**config.mk**
```make
export PLATFORM = sky130hd
export DESIGN_NAME = frame_sequencer
export DESIGN_NICKNAME = d
export VERILOG_FILES = /design/src/rtl/frame_pkg.sv /design/src/rtl/video_timing_gen.sv /design/src/rtl/frame_sequencer.sv
export SDC_FILE = /design/constraint.sdc
export NUM_CORES = 1
export LEC_CHECK = 0
export BUFFER_PORTS_ARGS = -buffer_cell sky130_fd_sc_hd__buf_2
export CORE_MARGIN = 4
export CORE_UTILIZATION = 45
export DETAILED_ROUTE_END_ITERATION = 7
export HOLD_SLACK_MARGIN = 0.05
export MAX_ROUTING_LAYER = met4
export PLACE_DENSITY = 0.7
export SLEW_MARGIN = 5
export SYNTH_ARGS = -nofsm -noshare
export SYNTH_HDL_FRONTEND = slang
export SYNTH_SLANG_ARGS = --single-unit
```
**constraint.sdc**
```tcl
create_clock -name clk -period 3.2 [get_ports clk]
set_input_delay 0.48 -clock clk [delete_from_list [all_inputs] [get_ports clk]]
set_output_delay 0.48 -clock clk [all_outputs]
set_load 0.05 [all_outputs]
```
**src/rtl/frame_pkg.sv**
```systemverilog
// rtl/frame_pkg.sv - pattern codes, pattern list, timing states and widths
// Shared by the frame sequencer and its video timing generator.
package frame_pkg;

   localparam int XY_W    = 12;
   localparam int NUM_PAT = 6;

   localparam logic [2:0] SEL_BLACK = 3'b000;
   localparam logic [2:0] SEL_WHITE = 3'b001;
   localparam logic [2:0] SEL_GRAD  = 3'b010;
   localparam logic [2:0] SEL_CHECK = 3'b011;
   localparam logic [2:0] SEL_CUBES = 3'b110;
   localparam logic [2:0] SEL_LOGO  = 3'b111;

   // Entry 0 is played first in a full run.
   localparam logic [NUM_PAT-1:0][2:0] PAT_LIST =
      {SEL_LOGO, SEL_CUBES, SEL_CHECK, SEL_GRAD, SEL_WHITE, SEL_BLACK};

   typedef enum logic [2:0] {
      ST_IDLE,
      ST_FV_SETUP,
      ST_LINE,
      ST_HBLANK,
      ST_VBLANK
   } state_e;

   function automatic logic sel_valid(input logic [2:0] s);
      return !((s == 3'b100) || (s == 3'b101));
   endfunction

endpackage

```
**src/rtl/video_timing_gen.sv**
```systemverilog
// rtl/video_timing_gen.sv - fval/lval/dval and x/y timing for one frame per frame_go
// SEQ_DVAL_GAP_EN: drop dval on every 8th line cycle, stretching lval to keep WIDTH pixels.
module video_timing_gen
   import frame_pkg::*;
#(
   parameter int WIDTH    = 640,
   parameter int HEIGHT   = 480,
   parameter int H_BLANK  = 16,
   parameter int V_BLANK  = 4,
   parameter int FV_SETUP = 2
)
(
   input  logic            clk,
   input  logic            rst,
   input  logic            frame_go,
   output logic            frame_end,
   output logic            vblank_start,
   output logic            fval,
   output logic            lval,
   output logic            dval,
   output logic [XY_W-1:0] x,
   output logic [XY_W-1:0] y
);

   localparam int VB_CYC = V_BLANK * (WIDTH + H_BLANK);
   localparam int MAX_C  = (VB_CYC > FV_SETUP) ? VB_CYC : FV_SETUP;
   localparam int CW     = $clog2(MAX_C + 1);

   state_e          state, state_n;
   logic [CW-1:0]   cnt, cnt_n;
   logic [XY_W-1:0] x_n, y_n;
   logic            pix;
   logic            fval_n, lval_n, dval_n;
`ifdef SEQ_DVAL_GAP_EN
   logic [2:0]      gc, gc_n;
   assign pix = (gc != 3'd7);
`else
   assign pix = 1'b1;
`endif

   assign frame_end    = (state == ST_VBLANK) && (cnt == CW'(VB_CYC - 1));
   assign vblank_start = (state == ST_LINE) && pix && (x == XY_W'(WIDTH - 1))
                         && (y == XY_W'(HEIGHT - 1));

   always_comb begin
      state_n = state;
      cnt_n   = cnt;
      x_n     = x;
      y_n     = y;
`ifdef SEQ_DVAL_GAP_EN
      gc_n    = gc + 3'd1;
`endif
      case (state)
         ST_IDLE: begin
            if (frame_go) begin
               state_n = ST_FV_SETUP;
               cnt_n   = '0;
               x_n     = '0;
               y_n     = '0;
            end
         end
         ST_FV_SETUP: begin
            if (cnt == CW'(FV_SETUP - 1)) begin
               state_n = ST_LINE;
               cnt_n   = '0;
`ifdef SEQ_DVAL_GAP_EN
               gc_n    = '0;
`endif
            end else begin
               cnt_n = cnt + CW'(1);
            end
         end
         ST_LINE: begin
            // x only advances on cycles that actually carry a pixel
            if (pix) begin
               if (x == XY_W'(WIDTH - 1)) begin
                  cnt_n   = '0;
                  state_n = (y == XY_W'(HEIGHT - 1)) ? ST_VBLANK : ST_HBLANK;
               end else begin
                  x_n = x + XY_W'(1);
               end
            end
         end
         ST_HBLANK: begin
            if (cnt == CW'(H_BLANK - 1)) begin
               state_n = ST_LINE;
               cnt_n   = '0;
               x_n     = '0;
               y_n     = y + XY_W'(1);
`ifdef SEQ_DVAL_GAP_EN
               gc_n    = '0;
`endif
            end else begin
               cnt_n = cnt + CW'(1);
            end
         end
         ST_VBLANK: begin
            if (frame_end) begin
               state_n = frame_go ? ST_FV_SETUP : ST_IDLE;
               cnt_n   = '0;
               x_n     = '0;
               y_n     = '0;
            end else begin
               cnt_n = cnt + CW'(1);
            end
         end
         default: state_n = ST_IDLE;
      endcase
      fval_n = (state_n == ST_FV_SETUP) || (state_n == ST_LINE) || (state_n == ST_HBLANK);
      lval_n = (state_n == ST_LINE);
`ifdef SEQ_DVAL_GAP_EN
      dval_n = lval_n && (gc_n != 3'd7);
`else
      dval_n = lval_n;
`endif
   end

   always_ff @(posedge clk or posedge rst) begin
      if (rst) begin
         state <= ST_IDLE;
         cnt   <= '0;
         x     <= '0;
         y     <= '0;
         fval  <= 1'b0;
         lval  <= 1'b0;
         dval  <= 1'b0;
`ifdef SEQ_DVAL_GAP_EN
         gc    <= '0;
`endif
      end else begin
         state <= state_n;
         cnt   <= cnt_n;
         x     <= x_n;
         y     <= y_n;
         fval  <= fval_n;
         lval  <= lval_n;
         dval  <= dval_n;
`ifdef SEQ_DVAL_GAP_EN
         gc    <= gc_n;
`endif
      end
   end

endmodule

```
**src/rtl/frame_sequencer.sv**
```systemverilog
// rtl/frame_sequencer.sv - schedules pattern codes and frames, drives grabber en
// Timing comes from video_timing_gen; this level owns sel, frame_cnt, en, busy, done, err.
module frame_sequencer
   import frame_pkg::*;
#(
   parameter int WIDTH          = 640,
   parameter int HEIGHT         = 480,
   parameter int H_BLANK        = 16,
   parameter int V_BLANK        = 4,
   parameter int FV_SETUP       = 2,
   parameter int FRAMES_PER_PAT = 1
)
(
   input  logic            clk,
   input  logic            rst,
   input  logic            start,
   input  logic            single,
   input  logic [2:0]      sel_in,
   output logic            fval,
   output logic            lval,
   output logic            dval,
   output logic [XY_W-1:0] x,
   output logic [XY_W-1:0] y,
   output logic [2:0]      sel,
   output logic            en,
   output logic            busy,
   output logic            done,
   output logic            err,
   output logic [7:0]      frame_cnt
);

   if (WIDTH < 1 || WIDTH > 4096 || HEIGHT < 1 || HEIGHT > 4096 || H_BLANK < 1 ||
       V_BLANK < 1 || FV_SETUP < 1 || FRAMES_PER_PAT < 1 || FRAMES_PER_PAT > 255)
   begin : g_param_check
      $error("frame_sequencer: parameter out of range");
   end

   logic       frame_go, frame_end, vblank_start;
   logic       accept, reject, same_pat, next_pat;
   logic       single_r;
   logic [2:0] pidx;

   assign reject   = start && !busy && single && !sel_valid(sel_in);
   assign accept   = start && !busy && !(single && !sel_valid(sel_in));
   // frame_cnt already counts the frame now in vertical blanking
   assign same_pat = frame_cnt < 8'(FRAMES_PER_PAT);
   assign next_pat = !single_r && (pidx != 3'(NUM_PAT - 1));
   assign frame_go = accept || (frame_end && (same_pat || next_pat));

   video_timing_gen #(
      .WIDTH    (WIDTH),
      .HEIGHT   (HEIGHT),
      .H_BLANK  (H_BLANK),
      .V_BLANK  (V_BLANK),
      .FV_SETUP (FV_SETUP)
   ) u_timing (
      .clk          (clk),
      .rst          (rst),
      .frame_go     (frame_go),
      .frame_end    (frame_end),
      .vblank_start (vblank_start),
      .fval         (fval),
      .lval         (lval),
      .dval         (dval),
      .x            (x),
      .y            (y)
   );

   always_ff @(posedge clk or posedge rst) begin
      if (rst) begin
         busy      <= 1'b0;
         done      <= 1'b0;
         err       <= 1'b0;
         sel       <= '0;
         en        <= 1'b0;
         frame_cnt <= '0;
         single_r  <= 1'b0;
         pidx      <= '0;
      end else begin
         done <= 1'b0;
         err  <= reject;
         if (vblank_start)
            frame_cnt <= frame_cnt + 8'd1;
         // en survives exactly one blanking cycle so the grabber sees the fval fall
         if (busy && !fval)
            en <= 1'b0;
         if (accept) begin
            busy      <= 1'b1;
            single_r  <= single;
            sel       <= single ? sel_in : PAT_LIST[0];
            pidx      <= '0;
            frame_cnt <= '0;
            en        <= (FRAMES_PER_PAT == 1);
         end
         if (frame_end) begin
            if (same_pat) begin
               en <= (frame_cnt + 8'd1 == 8'(FRAMES_PER_PAT));
            end else if (next_pat) begin
               pidx      <= pidx + 3'd1;
               sel       <= PAT_LIST[pidx + 3'd1];
               frame_cnt <= '0;
               en        <= (FRAMES_PER_PAT == 1);
            end else begin
               busy <= 1'b0;
               done <= 1'b1;
            end
         end
      end
   end

endmodule

```
==> results of run 1 <==
==> flip-flops by register name, summed over array words and instances, names as in the netlist, 3 cells and up <==
register and cells:
u_timing.cnt 12, u_timing.x 12, u_timing.y 12, frame_cnt 8, pidx 3, sel 3, u_timing.state 3
==> Yosys cell counts (10+ instances only) <==
cell	n
sky130_fd_sc_hd__o31ai_1	14
sky130_fd_sc_hd__nand3_1	23
sky130_fd_sc_hd__a21oi_1	28
sky130_fd_sc_hd__nand2_1	33
sky130_fd_sc_hd__or3_1	10
sky130_fd_sc_hd__dfrtp_1	60
sky130_fd_sc_hd__inv_1	16
sky130_fd_sc_hd__nor2_1	31
sky130_fd_sc_hd__o21ai_0	33
sky130_fd_sc_hd__a31oi_1	10
sky130_fd_sc_hd__nor3_1	14
sky130_fd_sc_hd__or4_1	10
==> critical path: stages (launching register included) <==
cell and delay, ns:
sky130_fd_sc_hd__dfrtp_1 0.45, sky130_fd_sc_hd__or4b_4 0.58, sky130_fd_sc_hd__nor4_4 0.38, sky130_fd_sc_hd__nand3_1 0.45
sky130_fd_sc_hd__or4_1 0.62, sky130_fd_sc_hd__a21oi_1 0.15
==> layout by cell type, fill, tap and decap left out, types with 8 or more instances in the layout <==
cell type / Yosys / routed
sky130_fd_sc_hd__o21ai_0: 33 / 33
sky130_fd_sc_hd__a31oi_1: 10 / 10
sky130_fd_sc_hd__inv_1: 16 / 15
sky130_fd_sc_hd__dfrtp_1: 60 / 60
sky130_fd_sc_hd__nor2_1: 31 / 31
sky130_fd_sc_hd__a21oi_1: 28 / 28
sky130_fd_sc_hd__or4_1: 10 / 10
sky130_fd_sc_hd__o31ai_1: 14 / 14
sky130_fd_sc_hd__ha_1: 8 / 8
sky130_fd_sc_hd__clkbuf_8: 0 / 10
sky130_fd_sc_hd__nand3_1: 23 / 23
sky130_fd_sc_hd__nor3_1: 14 / 14
sky130_fd_sc_hd__or3_1: 10 / 10
sky130_fd_sc_hd__buf_2: 6 / 48
sky130_fd_sc_hd__nand2_1: 33 / 33
sky130_fd_sc_hd__nand4_1: 9 / 9
==> cell type report <==
| cell class | instances | area [um^2] | share of cell area |
|---|---|---|---|
| Multi-Input combinational cell | 294 | 1780 | 0.449 |
| Sequential cell | 60 | 1500 | 0.378 |
| Timing Repair Buffer | 54 | 285 | 0.0718 |
| Clock buffer | 11 | 141 | 0.0356 |
| Tap cell | 99 | 124 | 0.0312 |
| Clock inverter | 5 | 75.1 | 0.0189 |
| Inverter | 16 | 60.1 | 0.0151 |
==> cells by family (layout without fill, tap and decap cells) <==
group                    after synthesis  in the layout  synth area share
flip-flops                            60             60             0.439
XOR/XNOR                               3              3           0.00769
adder cells (fa/ha/maj)                8              8            0.0293
AO/OA/AOI/OAI                        115            115             0.213
AND/OR/NAND/NOR                      165            165             0.263
buffers and inverters                 32             86            0.0384
multiplexers                           3              3           0.00915
==> stage by stage <==
stage	power, mW	cells	setup WS [ns]
after global placement	2.23	523	0.612
after detailed placement	2.25	523	0.559
after CTS	3.03	539	0.556
after floorplan	1.97	386	0.699
after global routing	3.19	539	0.403
final	3.00	539	0.505
==> worst max-delay path by stage <==
| stage | start | to | slack, ns |
|---|---|---|---|
| floorplan | u_timing.x[8] | u_timing.fval | 0.70 |
| global placement | u_timing.x[8] | frame_cnt[7] | 0.61 |
| detailed placement | u_timing.x[8] | frame_cnt[7] | 0.56 |
| CTS | u_timing.x[8] | frame_cnt[7] | 0.56 |
| global route | u_timing.x[8] | frame_cnt[7] | 0.40 |
| finish | u_timing.x[8] | frame_cnt[7] | 0.50 |
==> layer usage <==
| layer | vias up | wire length, um | global-route usage |
|---|---|---|---|
| li1 | 1537 | - | - |
| met1 | 1508 | 3740 | 0.250 |
| met2 | 67 | 3900 | 0.305 |
| met3 | 10 | 344 | 0.0371 |
| met4 | 0 | 124 | 0.0757 |
| met5 | - | 0 | - |
==> report_power, final <==
group	internal, mW	switching [mW]
clock	0.456	0.303
combinational	0.306	0.787
sequential	0.918	0.230
==> run_summary.xml, run 1 <==
<?xml version="1.0" encoding="UTF-8"?>
<metrics>
  <group name="synthesis">
    <metric name="synthCells" unit="">386</metric>
    <metric name="ys_dominant_reg_cell" unit="">sky130_fd_sc_hd__dfrtp_1</metric>
    <metric name="synth.largest_area_cell" unit="">sky130_fd_sc_hd__dfrtp_1</metric>
    <metric name="synth-async-reset-ratio" unit="">1.00</metric>
    <metric name="synth-edff-count" unit="">0</metric>
    <metric name="synth_top_cells_by_area" unit="">sky130_fd_sc_hd__dfrtp_1 (44%), sky130_fd_sc_hd__o21ai_0 (4.8%), sky130_fd_sc_hd__a21oi_1 (4.1%), sky130_fd_sc_hd__nand2_1 (3.6%), sky130_fd_sc_hd__nor2_1 (3.4%)</metric>
    <metric name="synth_sequential_area_ratio" unit="">0.439</metric>
    <metric name="ys_warn_count" unit="">0</metric>
    <metric name="synthDominantCellAreaShare" unit="">0.439</metric>
    <metric name="synth.avg_cell_area" unit="um^2">8.85</metric>
    <metric name="synth.cell_area" unit="mm^2">0.00342</metric>
    <metric name="synth.distinct_cells" unit="">56</metric>
    <metric name="syn_nets" unit="">401</metric>
    <metric name="synthesized_flop_and_latch_total" unit="">60</metric>
  </group>
  <group name="sta">
    <metric name="finalCriticalPeriod" unit="ns">2.70</metric>
    <metric name="slew_violations" unit="">0</metric>
    <metric name="holdWs" unit="ns">0.133</metric>
    <metric name="timing.final.crit_share" unit="">0.842</metric>
    <metric name="final_hold_viol_count" unit="">0</metric>
    <metric name="measured_slew_at_the_worst_slew_check_pin" unit="ns">0.609</metric>
    <metric name="totalNegativeSetupSlack" unit="ns">0</metric>
    <metric name="timing.max_slew.rel_slack" unit="">0.590</metric>
    <metric name="fmaxAchievable" unit="GHz">0.371</metric>
    <metric name="fin_worst_skew" unit="ns">0.0109</metric>
    <metric name="setup_viol" unit="">0</metric>
    <metric name="rsz0062_at_grt" unit="">false</metric>
  </group>
  <group name="final_layout">
    <metric name="nNetsFinal" unit="">450</metric>
    <metric name="syn_to_final_growth" unit="%">16.2</metric>
    <metric name="drive_gt1_frac" unit="">0.191</metric>
    <metric name="final_design_area_no_fill" unit="mm^2">0.00397</metric>
    <metric name="fin_util" unit="">0.542</metric>
    <metric name="fillers" unit="">685</metric>
    <metric name="n_antenna_cell" unit="">0</metric>
  </group>
  <group name="setup_path">
    <metric name="cp-start-kind" unit="">register</metric>
    <metric name="r2r-start" unit="">u_timing.x[8]</metric>
    <metric name="regToRegEndpoint" unit="">frame_cnt[7]</metric>
    <metric name="crit_arrival" unit="ns">2.97</metric>
    <metric name="timing.critical_path.to_type" unit="">register</metric>
    <metric name="cp_data_required_time" unit="ns">3.48</metric>
    <metric name="r2r_setup_slack" unit="ns">0.50</metric>
    <metric name="path_class" unit="">register to register</metric>
    <metric name="timing.reg2reg.worst_path_depth" unit="">5</metric>
    <metric name="crit_path_max_fanout" unit="">13</metric>
  </group>
  <group name="detailed_routing">
    <metric name="routed_wirelength" unit="mm">8.11</metric>
    <metric name="antenna_left" unit="">0</metric>
    <metric name="detail_route.drc_violations" unit="">0</metric>
    <metric name="firstDrtPassIters" unit="">4</metric>
    <metric name="route.detailed.wl_per_inst" unit="um">15.0</metric>
    <metric name="drt-initial-drc-count" unit="">183</metric>
    <metric name="detail_route.vias_per_cell" unit="">5.79</metric>
    <metric name="routed-via-count" unit="">3122</metric>
  </group>
  <group name="die">
    <metric name="starting_density_of_the_core" unit="">0.466</metric>
    <metric name="die_x" unit="um">95.1</metric>
    <metric name="placeableCoreArea" unit="mm^2">0.00733</metric>
    <metric name="die_height" unit="um">95.1</metric>
    <metric name="design.die.area" unit="mm^2">0.00905</metric>
    <metric name="floorplan.io_pins" unit="">49</metric>
    <metric name="placementRows" unit="">31</metric>
  </group>
  <group name="cts">
    <metric name="tritoncts_clock_tree" unit="">yes</metric>
    <metric name="cts-hold-fix-buffers" unit="">0</metric>
    <metric name="cts_setup_buffers" unit="">0</metric>
    <metric name="worst_setup_hold_path_clk_slew" unit="ns">0.07</metric>
    <metric name="clock-sinks" unit="">60</metric>
    <metric name="cts_made_buffers" unit="">9</metric>
    <metric name="cts_max_level" unit="">3</metric>
    <metric name="cts_resized" unit="">0</metric>
    <metric name="clk-insertion-delay-late" unit="ns">0.35</metric>
    <metric name="cts-root-to-sink-buffers" unit="">2</metric>
    <metric name="cts.root.buffer_cell" unit="">sky130_fd_sc_hd__clkbuf_8</metric>
  </group>
  <group name="pwr">
    <metric name="cellPowerDensity" unit="mW/mm^2">755</metric>
    <metric name="power_leakage" unit="nW">1.76</metric>
    <metric name="max-vdd-ir-drop" unit="uV">318</metric>
  </group>
  <group name="global_routing">
    <metric name="initial_antenna_violation_count" unit="">0</metric>
    <metric name="grt_pass1_vias" unit="">2888</metric>
    <metric name="grt_first_pass_wirelength" unit="mm">13.7</metric>
    <metric name="grt.total_usage" unit="">0.195</metric>
    <metric name="grt_max_degree" unit="">24</metric>
    <metric name="gr-total-overflow" unit="">0</metric>
  </group>
  <group name="run_status">
    <metric name="outcome" unit="">finished, final reports clean</metric>
  </group>
  <group name="place">
    <metric name="final_weighted_congestion_in_routability_driven_placement" unit="">0.848</metric>
    <metric name="dpl_cell_area" unit="mm^2">0.00375</metric>
    <metric name="port_buffers" unit="">48</metric>
    <metric name="detailed_place_hpwl" unit="mm">5.86</metric>
  </group>
  <group name="hold_path">
    <metric name="holdCritPathClass" unit="">input pin to asynchronous set/reset pin</metric>
  </group>
  <group name="job">
    <metric name="reported_max_cap_violation_count" unit="">0</metric>
  </group>
</metrics>
(Power assumes the default switching activity.)
==> run 2: changes to the inputs <==
- clock period: 3.2 -> 2.8 ns (I/O delays scaled with it)
==> run 2 against run 1 <==
Critical endpoint is now u_timing.x[10]. Largest cell class unchanged. Highest routed layer unchanged. Cell count is 0.19% lower. Final area up 0.85%. Sequential share of layout area decreased by 0.32 points. Die area unchanged. Sequential cell count unchanged. Combinational power rose by 16%. Clock power up 25%. Critical path depth increased by 1.
==> run_summary.xml, run 2 (synthesis gave the netlist of run 1 again) <==
<?xml version="1.0" encoding="UTF-8"?>
<metrics>
  <group name="detailed_routing">
    <metric name="detail_route.vias_per_cell" unit="">5.89</metric>
    <metric name="drt-initial-drc-count" unit="">226</metric>
    <metric name="routed-via-count" unit="">3170</metric>
    <metric name="routed_wirelength" unit="mm">8.10</metric>
    <metric name="route.detailed.wl_per_inst" unit="um">15.1</metric>
    <metric name="antenna_left" unit="">0</metric>
    <metric name="detail_route.drc_violations" unit="">0</metric>
    <metric name="firstDrtPassIters" unit="">4</metric>
  </group>
  <group name="cts">
    <metric name="cts_resized" unit="">0</metric>
    <metric name="cts_made_buffers" unit="">9</metric>
    <metric name="cts_setup_buffers" unit="">0</metric>
    <metric name="cts-hold-fix-buffers" unit="">0</metric>
    <metric name="clk-insertion-delay-late" unit="ns">0.34</metric>
    <metric name="worst_setup_hold_path_clk_slew" unit="ns">0.07</metric>
    <metric name="cts-root-to-sink-buffers" unit="">2</metric>
    <metric name="clock-sinks" unit="">60</metric>
    <metric name="tritoncts_clock_tree" unit="">yes</metric>
    <metric name="cts_max_level" unit="">3</metric>
    <metric name="cts.root.buffer_cell" unit="">sky130_fd_sc_hd__clkbuf_8</metric>
  </group>
  <group name="die">
    <metric name="placeableCoreArea" unit="mm^2">0.00733</metric>
    <metric name="placementRows" unit="">31</metric>
    <metric name="die_x" unit="um">95.1</metric>
    <metric name="die_height" unit="um">95.1</metric>
    <metric name="floorplan.io_pins" unit="">49</metric>
    <metric name="design.die.area" unit="mm^2">0.00905</metric>
    <metric name="starting_density_of_the_core" unit="">0.466</metric>
  </group>
  <group name="sta">
    <metric name="totalNegativeSetupSlack" unit="ns">0</metric>
    <metric name="measured_slew_at_the_worst_slew_check_pin" unit="ns">0.901</metric>
    <metric name="finalCriticalPeriod" unit="ns">2.56</metric>
    <metric name="timing.max_slew.rel_slack" unit="">0.397</metric>
    <metric name="holdWs" unit="ns">0.152</metric>
    <metric name="final_hold_viol_count" unit="">0</metric>
    <metric name="fin_worst_skew" unit="ns">0.00967</metric>
    <metric name="timing.final.crit_share" unit="">0.915</metric>
    <metric name="fmaxAchievable" unit="GHz">0.390</metric>
    <metric name="rsz0062_at_grt" unit="">false</metric>
    <metric name="setup_viol" unit="">0</metric>
    <metric name="slew_violations" unit="">0</metric>
  </group>
  <group name="run_status">
    <metric name="outcome" unit="">finished, final reports clean</metric>
  </group>
  <group name="final_layout">
    <metric name="final_common_cell" unit="">sky130_fd_sc_hd__dfrtp_1</metric>
    <metric name="layout.area.seq" unit="mm^2">0.00150</metric>
    <metric name="fin_util" unit="">0.546</metric>
    <metric name="largestRegisters" unit="">u_timing.cnt: 12 flops, u_timing.x: 12 flops, u_timing.y: 12 flops</metric>
    <metric name="syn_to_final_growth" unit="%">17.2</metric>
    <metric name="n_antenna_cell" unit="">0</metric>
    <metric name="drive_gt1_frac" unit="">0.191</metric>
    <metric name="footprint_of_the_multi_input_gates" unit="mm^2">0.00178</metric>
    <metric name="mostFrequentLayoutCells" unit="">sky130_fd_sc_hd__dfrtp_1 (60), sky130_fd_sc_hd__buf_2 (48), sky130_fd_sc_hd__nand2_1 (33), sky130_fd_sc_hd__o21ai_0 (33), sky130_fd_sc_hd__nor2_1 (31)</metric>
    <metric name="fillers" unit="">674</metric>
    <metric name="nNetsFinal" unit="">450</metric>
  </group>
  <group name="setup_path">
    <metric name="cp-start-kind" unit="">register</metric>
    <metric name="timing.critical_path.to_type" unit="">register</metric>
    <metric name="crit_path_max_fanout" unit="">8</metric>
    <metric name="path_class" unit="">register to register</metric>
    <metric name="crit_arrival" unit="ns">2.82</metric>
    <metric name="r2r_setup_slack" unit="ns">0.24</metric>
    <metric name="cp_data_required_time" unit="ns">3.06</metric>
  </group>
  <group name="place">
    <metric name="final_weighted_congestion_in_routability_driven_placement" unit="">0.922</metric>
    <metric name="detailed_place_hpwl" unit="mm">5.81</metric>
    <metric name="port_buffers" unit="">48</metric>
  </group>
  <group name="hold_path">
    <metric name="holdCritPathClass" unit="">input pin to asynchronous set/reset pin</metric>
  </group>
  <group name="global_routing">
    <metric name="grt.total_usage" unit="">0.195</metric>
    <metric name="initial_antenna_violation_count" unit="">0</metric>
    <metric name="grt_pass1_vias" unit="">2850</metric>
    <metric name="gr-total-overflow" unit="">0</metric>
    <metric name="grt_first_pass_wirelength" unit="mm">13.7</metric>
    <metric name="grt_max_degree" unit="">34</metric>
  </group>
  <group name="pwr">
    <metric name="max-vdd-ir-drop" unit="uV">321</metric>
    <metric name="cellPowerDensity" unit="mW/mm^2">878</metric>
    <metric name="post-layout-total-power" unit="mW">3.52</metric>
    <metric name="power_leakage" unit="nW">1.77</metric>
  </group>
  <group name="job">
    <metric name="reported_max_cap_violation_count" unit="">0</metric>
  </group>
</metrics>
-- run 2: cell types whose count changed in the layout (fill, tap and decap cells not counted), sizes merged --
cell / before / now
bufinv: 2 / 3
clkinv: 3 / 2
clkbuf: 11 / 10
-- run 2: stage by stage --
step | instance area [um^2] | worst slack (ns) | std cells
2_1_floorplan | 3420 | 0.299 | 386
3_3_place_gp | 3770 | 0.373 | 523
3_5_place_dp | 3770 | 0.306 | 523
4_1_cts | 4010 | 0.264 | 538
5_1_grt | 4010 | 0.112 | 538
6_report | 4010 | 0.238 | 538
-- run 2: power by group --
group / switching [mW] / internal [mW]
clock network: 0.340 / 0.608
logic: 0.906 / 0.354
registers: 0.262 / 1.05
-- run 2: critical path: stages, from the launching register on --
cell	delay [ns]
sky130_fd_sc_hd__dfrtp_1	0.42
sky130_fd_sc_hd__or4_1	0.66
sky130_fd_sc_hd__o22ai_1	0.31
sky130_fd_sc_hd__o211ai_1	0.34
sky130_fd_sc_hd__buf_4	0.27
sky130_fd_sc_hd__or3_1	0.35
sky130_fd_sc_hd__a21oi_1	0.14
-- run 2: metal layers --
metal	vias to the layer above	routed length (um)	global-route usage
met2	72	3840	0.298
met4	0	112	0.0661
met1	1533	3780	0.263
li1	1554	-	-
met3	11	362	0.0331
met5	-	0	-
-- run 2: area by class of cell --
class | instances | share of cell area
Sequential cell | 60 | 0.375
Timing Repair Buffer | 54 | 0.0744
Inverter | 16 | 0.0150
Clock buffer | 10 | 0.0344
Clock inverter | 5 | 0.0250
Multi-Input combinational cell | 294 | 0.445
Tap cell | 99 | 0.0309
-- run 2: final timing paths --
kind                                  from             end  cells after the start
max                        u_timing.cnt[6]  u_timing.x[10]                      6
min                                    rst   u_timing.y[7]                      2
max reg2reg                u_timing.cnt[6]  u_timing.x[10]                      6
min reg2reg                 u_timing.y[11]  u_timing.y[11]                      1
max in group asynchronous              rst   u_timing.x[3]                      3
min in group clk                 sel_in[1]             err                      2
